## src/rtl/universal_shift_register_n.sv

```systemverilog
// universal_shift_register_n: WIDTH-generic universal shift register with
// rotate, arithmetic shift, register clear, a serial-out tap and a counted
// burst engine (start/busy/done handshake).
// Optional feature macro: USR_ROTATE_EN (modes 100/101 rotate when defined,
// otherwise they hold A_par and ser_out).
module universal_shift_register_n #(
  parameter int unsigned WIDTH = 8,
  parameter int unsigned CNT_W = 4
) (
  input  logic             clk,
  input  logic             clear,
  input  logic [2:0]       mode,
  input  logic [WIDTH-1:0] I_par,
  input  logic             MSB_in,
  input  logic             LSB_in,
  input  logic             start,
  input  logic [CNT_W-1:0] steps,
  output logic [WIDTH-1:0] A_par,
  output logic             ser_out,
  output logic             busy,
  output logic             done
);

  typedef enum logic {
    S_IDLE = 1'b0,
    S_RUN  = 1'b1
  } state_t;

  localparam logic [2:0] M_HOLD = 3'b000;
  localparam logic [2:0] M_SHR  = 3'b001;
  localparam logic [2:0] M_SHL  = 3'b010;
  localparam logic [2:0] M_LOAD = 3'b011;
  localparam logic [2:0] M_ROR  = 3'b100;
  localparam logic [2:0] M_ROL  = 3'b101;
  localparam logic [2:0] M_ASR  = 3'b110;
  localparam logic [2:0] M_ZERO = 3'b111;

  state_t           r_state;
  logic [2:0]       r_mode;
  logic [CNT_W-1:0] r_cnt;
  logic [WIDTH-1:0] r_a;
  logic             r_ser;
  logic             r_busy;
  logic             r_done;

  logic [2:0]       w_op;
  logic [WIDTH-1:0] w_next_a;
  logic             w_next_ser;

  // During a burst the latched mode drives the shifter; otherwise the live mode.
  assign w_op = (r_state == S_RUN) ? r_mode : mode;

  // Shifter datapath: next register value and serial-out tap for the selected op.
  always_comb begin
    w_next_a   = r_a;
    w_next_ser = r_ser;
    case (w_op)
      M_HOLD: begin
      end
      M_SHR: begin
        w_next_a   = {MSB_in, r_a[WIDTH-1:1]};
        w_next_ser = r_a[0];
      end
      M_SHL: begin
        w_next_a   = {r_a[WIDTH-2:0], LSB_in};
        w_next_ser = r_a[WIDTH-1];
      end
      M_LOAD: begin
        w_next_a = I_par;
      end
`ifdef USR_ROTATE_EN
      M_ROR: begin
        w_next_a   = {r_a[0], r_a[WIDTH-1:1]};
        w_next_ser = r_a[0];
      end
      M_ROL: begin
        w_next_a   = {r_a[WIDTH-2:0], r_a[WIDTH-1]};
        w_next_ser = r_a[WIDTH-1];
      end
`else
      M_ROR, M_ROL: begin
      end
`endif
      M_ASR: begin
        w_next_a   = {r_a[WIDTH-1], r_a[WIDTH-1:1]};
        w_next_ser = r_a[0];
      end
      M_ZERO: begin
        w_next_a = '0;
      end
    endcase
  end

  // Burst FSM and register update; clear wins over everything and aborts a burst silently.
  always_ff @(posedge clk) begin
    if (clear) begin
      r_state <= S_IDLE;
      r_mode  <= M_HOLD;
      r_cnt   <= '0;
      r_a     <= '0;
      r_ser   <= 1'b0;
      r_busy  <= 1'b0;
      r_done  <= 1'b0;
    end else begin
      r_done <= 1'b0;
      case (r_state)
        S_IDLE: begin
          if (start) begin
            if (steps != '0) begin
              r_mode  <= mode;
              r_cnt   <= steps;
              r_busy  <= 1'b1;
              r_state <= S_RUN;
            end else begin
              r_done <= 1'b1;
            end
          end else begin
            r_a   <= w_next_a;
            r_ser <= w_next_ser;
          end
        end
        S_RUN: begin
          r_a   <= w_next_a;
          r_ser <= w_next_ser;
          r_cnt <= r_cnt - CNT_W'(1);
          if (r_cnt == CNT_W'(1)) begin
            r_state <= S_IDLE;
            r_busy  <= 1'b0;
            r_done  <= 1'b1;
          end
        end
        default: r_state <= S_IDLE;
      endcase
    end
  end

  assign A_par   = r_a;
  assign ser_out = r_ser;
  assign busy    = r_busy;
  assign done    = r_done;

endmodule

```

## config.mk

```make
export PLATFORM = sky130hd
export DESIGN_NAME = universal_shift_register_n
export DESIGN_NICKNAME = d
export VERILOG_FILES = /design/src/rtl/universal_shift_register_n.sv
export SDC_FILE = /design/constraint.sdc
export NUM_CORES = 1
export LEC_CHECK = 0
export ABC_AREA = 1
export BUFFER_PORTS_ARGS = -buffer_cell sky130_fd_sc_hd__buf_2
export CORE_ASPECT_RATIO = 0.9
export CORE_MARGIN = 2
export CORE_UTILIZATION = 50
export CTS_CLUSTER_DIAMETER = 80
export CTS_CLUSTER_SIZE = 28
export DETAILED_ROUTE_END_ITERATION = 8
export PLACE_DENSITY = 0.73
export RECOVER_POWER = 25
export SYNTH_ARGS = -nofsm -noshare
export SYNTH_HDL_FRONTEND = slang
export SYNTH_SLANG_ARGS = --single-unit
```

## constraint.sdc

```tcl
create_clock -name clk -period 4.1 [get_ports clk]
set_input_delay 0.205 -clock clk [delete_from_list [all_inputs] [get_ports clk]]
set_output_delay 0.205 -clock clk [all_outputs]
set_load 0.02 [all_outputs]
```

* Word-level counts from Yosys, hierarchy flattened
Index checks and enable logic that the tools add are counted.
** Word-level totals
- Output and inout bits :: 11
- Input bits :: 20
- Word-level logic and storage cells :: 46
- Flip-flop bits (word level) :: 19
** Cells by class
- Add/subtract/negate cells :: 1
- Eq/ne operators :: 10
- Reductions and logical operators :: 5
- Multiplexer cells :: 22
- Bitwise operators :: 1
** Operators with widths (number)
- 8-bit case mux with 5 select lines :: 1
- 8-bit case mux with 2 select lines :: 1
- 1-bit 2-to-1 mux :: 10
- 1-bit case mux with 2 select lines :: 5
- 4-bit 2-to-1 mux :: 2
- 8-bit 2-to-1 mux :: 1
- 4-bit case mux with 2 select lines :: 1
- 3-bit by 2-bit equality test with 1-bit output, second input constant :: 2
- 3-bit equality test, second input constant :: 2
- 2-bit inequality test, second input constant :: 3
- 3-bit AND reduction :: 2
- 4-bit by 1-bit equality test with 1-bit output, second input constant :: 1
- 4-bit nonzero test :: 1
- 4-bit by 1-bit subtractor with 4-bit output, second input constant :: 1
- 3-bit by 1-bit equality test with 1-bit output, second input constant :: 1
- 3-bit 2-to-1 mux :: 1
- 2-bit by 1-bit inequality test with 1-bit output, second input constant :: 1
- 2-bit AND reduction :: 1
- 2-bit OR reduction :: 1
- 1-bit NOT :: 1

* Logic depth before layout (Yosys ltp)
- Depth after elaboration :: 6
- Depth in mapped cells :: 11
- Depth with buffers taken out :: 10

* Worst setup path after synthesis
Ideal clock, no wire load.
- Path kind :: register to register
- Start :: register r_state
- End :: register r_a[7], in the netlist A_par[7]
- Stages on the path, launching flop included :: 12
- Path slack :: 2.818 ns
- Required time :: 3.987 ns
- Path buffers :: 2
- Setup time :: 0.113 ns
- Period minus slack after synthesis :: 1.282 ns
- Arrival :: 1.169 ns
- Cell sequence :: dfxtp_1 buf_6 nand2_2 nand2_2 nand2_1 nand2_2 nand2_2 buf_6 nor2_4 nand2_2 nor2_2 nor2_1
** Between the ends
- Cells in the longest elaborated chain, start to end :: 5
- Elaborated cells on any way between the ends :: 11
- Those cells by class :: eq/ne: 6; mux: 4; bitwise: 1
** RTL lines
- from (decl) :: line 38 : state_t r_state;
- from (signal assigned) :: line 97 : r_state <= S_IDLE;
- from (signal assigned) :: line 113 : r_state <= S_RUN;
- from (signal assigned) :: line 127 : r_state <= S_IDLE;
- 3-bit 2-to-1 mux :: line 51 : assign w_op = (r_state == S_RUN) ? r_mode : mode;
- 3-bit equality test, or another cell as far along :: line 57 : case (w_op)
- 8-bit case mux with 5 select lines :: line 57
- 8-bit 2-to-1 mux :: line 108 : if (start) begin
- 8-bit case mux with 2 select lines :: line 106 : case (r_state)
- to (signal assigned) :: line 118 : r_a <= w_next_a;
- to (signal assigned) :: line 123 : r_a <= w_next_a;
- to (decl) :: line 41 : logic [WIDTH-1:0] r_a;
Several ways; a longest one is shown, not always the timed one. The select of a mux whose other input is x is not followed.
A chain may end at the register's enable or synchronous reset.

* Final worst setup path
- Start :: register r_state
- End :: register r_a[1], in the netlist A_par[1]
The elaborated chain is that of the path after synthesis.

==> impl_metrics.tcl <==
set metrics [dict create \
    report.final.slew_viol_count 0 \
    startpoint_types "flip-flop" \
    via_per_inst 5.13 \
    vias_in_the_first_global_route 1058 \
    routabilityCongestion 0.805 \
    clock-sinks 19 \
    floorplan.io_pins 31 \
    io_buffers 30 \
    drt_iter0_drc 33 \
    min_period_ns 1.91 \
    slowest_stage_cell_crit_path "sky130_fd_sc_hd__dfxtp_1" \
    cp_num_buf_inv 2 \
    synthDominantCellAreaShare 0.334 \
    worst_slew_margin_rel 0.667 \
    finalHoldViolCount 0 \
    die_area_sq_um 2680 \
    drt-total-wl_mm 2.57 \
    critical_path.max_stage_delay_ns 0.65 \
    power_per_unit_of_standard_cell_area_nw_per_um2 357 \
    clk_path_buf_depth 2 \
    count_of_mapped_cells_out_of_synthesis 165 \
    floorplan.initialDensity 0.527 \
    ant_nets 0 \
    drtPass1Iterations 4 \
    post_cts_hold_buffer_count 0 \
    remaining_drc_errors 0 \
    cp_data_required_time_ns 4.30 \
    outcome "complete, no violations" \
    worst-slew-pin-transition_ns 0.499 \
    gr-usage-all-layers 0.222 \
    ant_cells 0 \
    cts_resized 0 \
    number_of_buffers_created_by_cts 3 \
    globalRoute.totalOverflow 0 \
    fmaxAchievable_ghz 0.523 \
    h_tree_levels 1 \
    clk_pin_slew_ns 0.11 \
    antenna_found_initial 0 \
    final_routed_wire_length_divided_by_cell_count_um 11.5 \
    synth_top_cells_by_area "sky130_fd_sc_hd__dfxtp_1 (33%), sky130_fd_sc_hd__a21oi_1 (13%), sky130_fd_sc_hd__inv_1 (7.6%), sky130_fd_sc_hd__nand2_1 (7.6%), sky130_fd_sc_hd__nand2_2 (6.6%)" \
    seq_area_frac_synth 0.334 \
    grt_first_pass_wirelength_mm 4.50 \
    dieWidth_um 54.3 \
    cts.root.buffer_cell "sky130_fd_sc_hd__clkbuf_4" \
    placement.setup.worst_slack_ns 2.22 \
    worst_ir_drop_vdd_mv 0.300 \
    critical_path_peak_fanout 13 \
    ys_seq_elements 19 \
    synthesis.nets 187 \
    rsz0062_at_grt "no" \
    yosys-top-cells-count "sky130_fd_sc_hd__a21oi_1 (29), sky130_fd_sc_hd__inv_1 (23), sky130_fd_sc_hd__nand2_1 (23)" \
    min_period_over_period 0.466 \
    leakagePower_uw 0.000613 \
    yosysMostFrequentCell "sky130_fd_sc_hd__a21oi_1" \
    drive_gt1_frac 0.260 \
    timing.clock.skew_ns 0.00199 \
    tritoncts_clock_tree "yes" \
    chipHeight_um 49.3 \
    timing.final.setup_violations 0 \
    synthArstFlopShare 0 \
    critPathKind "flip-flop to flip-flop" \
    cap_viol_max_count 0 \
    synth_area_sq_um 1140 \
    grt_max_degree 14 \
    distinct_cell_type_count_of_the_synthesized_netlist 22 \
    endpoint_kind "flip-flop" \
    ys.warnings.count 0 \
    postSynthAreaPerCell_sq_um 6.91 \
    synth-edff-count 0 \
    floorplan.rows 16 \
    critPathArrivalTime_ns 2.11 \
    fin_nets 219 \
    ys.flop_type "sky130_fd_sc_hd__dfxtp_1" \
    post-cts-setup-buffer-count 0 \
    reg2reg_slack_ns 2.19 \
    clk_latency_ns 0.30 \
    critical_path_cell_by_cell "inv_2 -> nand2_1 -> nand2_2 -> nand2_1 -> nand2_2 -> nand2_2 -> inv_1 -> o21ai_0 -> a21oi_1" \
    worst_hold_path_type "input pin to flip-flop" \
    via_count 1143 \
    critPathTopFamily "flip-flops" \
    area_growth_pct 15.4 \
    setup_tns_final_ns 0 \
    synth_top_area_cell "sky130_fd_sc_hd__dfxtp_1" \
    hpwlAfterDp_mm 1.99 \
    fin_ws_ns 2.19 \
    crit_path_frequent_cell "sky130_fd_sc_hd__nand2_2" \
    floorplan.core_area_sq_um 2160 \
]
-- worst reg2reg max path, stage by stage (launching register included) --
cell and delay, ns:
sky130_fd_sc_hd__dfxtp_1 0.65, sky130_fd_sc_hd__inv_2 0.18, sky130_fd_sc_hd__nand2_1 0.12, sky130_fd_sc_hd__nand2_2 0.08
sky130_fd_sc_hd__nand2_1 0.08, sky130_fd_sc_hd__nand2_2 0.06, sky130_fd_sc_hd__nand2_2 0.22, sky130_fd_sc_hd__inv_1 0.17
sky130_fd_sc_hd__o21ai_0 0.18, sky130_fd_sc_hd__a21oi_1 0.06
-- registers in the layout (all words and copies together), names as in the netlist --
signal / count
r_mode: 3
A_par: 8
r_state: 1
ser_out: 1
busy: 1
r_cnt: 4
done: 1
-- power breakdown --
| group | total, uW | switching [uW] | internal [uW] | leakage (uW) |
|---|---|---|---|---|
| logic | 148 | 97.0 | 51.3 | 0.000439 |
| registers | 225 | 19.6 | 205 | 0.000157 |
| clock network | 96.3 | 59.9 | 36.4 | 0.0000177 |
| total | 469 | 177 | 293 | 0.000613 |
-- final timing paths --
path                 start       end  depth (start not counted)
setup / recovery   r_state  A_par[1]                          9
setup reg to reg   r_state  A_par[1]                          9
hold reg to reg   r_cnt[1]  r_cnt[1]                          2
hold / removal       clear   ser_out                          2
-- cells by family (layout without fill, tap and decap cells) --
kind of cell | after synthesis | in the layout | share of synthesized area
adder cells (fa/ha/maj) | 2 | 2 | 0.0220
buffers and inverters | 27 | 58 | 0.103
AO/OA/AOI/OAI | 45 | 45 | 0.202
AND/OR/NAND/NOR | 72 | 72 | 0.339
flip-flops | 19 | 19 | 0.334
-- layout make-up --
cell class                 instances  area, sq um
clock buffer                       3         22.5
multi-input combinational        119          642
clock inverter                     1         5.00
tap                               27         33.8
timing repair buffer              30          141
fill                             235          847
inverter                          24         90.1
sequential                        19          380
-- cell usage in the layout, fill, tap and decap left out, drive strengths merged --
cell and instances:
nand2 39, nor3 1, nor2 20, dfxtp 19, clkinv 1, nand3 9, ha 2, o21ai 13
or2 1, a31oi 2, o211ai 1, inv 24, a21oi 29, nand4 2, clkbuf 10, buf 23
-- metrics by stage --
step           hold slack, ns  std cells  cell area, sq um  power (uW)   util
3_5_place_dp            0.461        219              1300         378  0.600
4_1_cts                 0.125        223              1320         475  0.612
3_3_place_gp            0.454        219              1300         375  0.600
5_1_grt                 0.124        223              1320         506  0.608
6_report                0.138        223              1320         469  0.608
2_1_floorplan           0.274        165              1140         339      -
-- layer usage --
layer / track usage / share of wire
met1: 0.313 / 0.49
met2: 0.335 / 0.46
met3: 0.0552 / 0.049
met4: 0.0500 / 0.0051
met5: 0 / 0
Power figures use the tool's default switching activity.
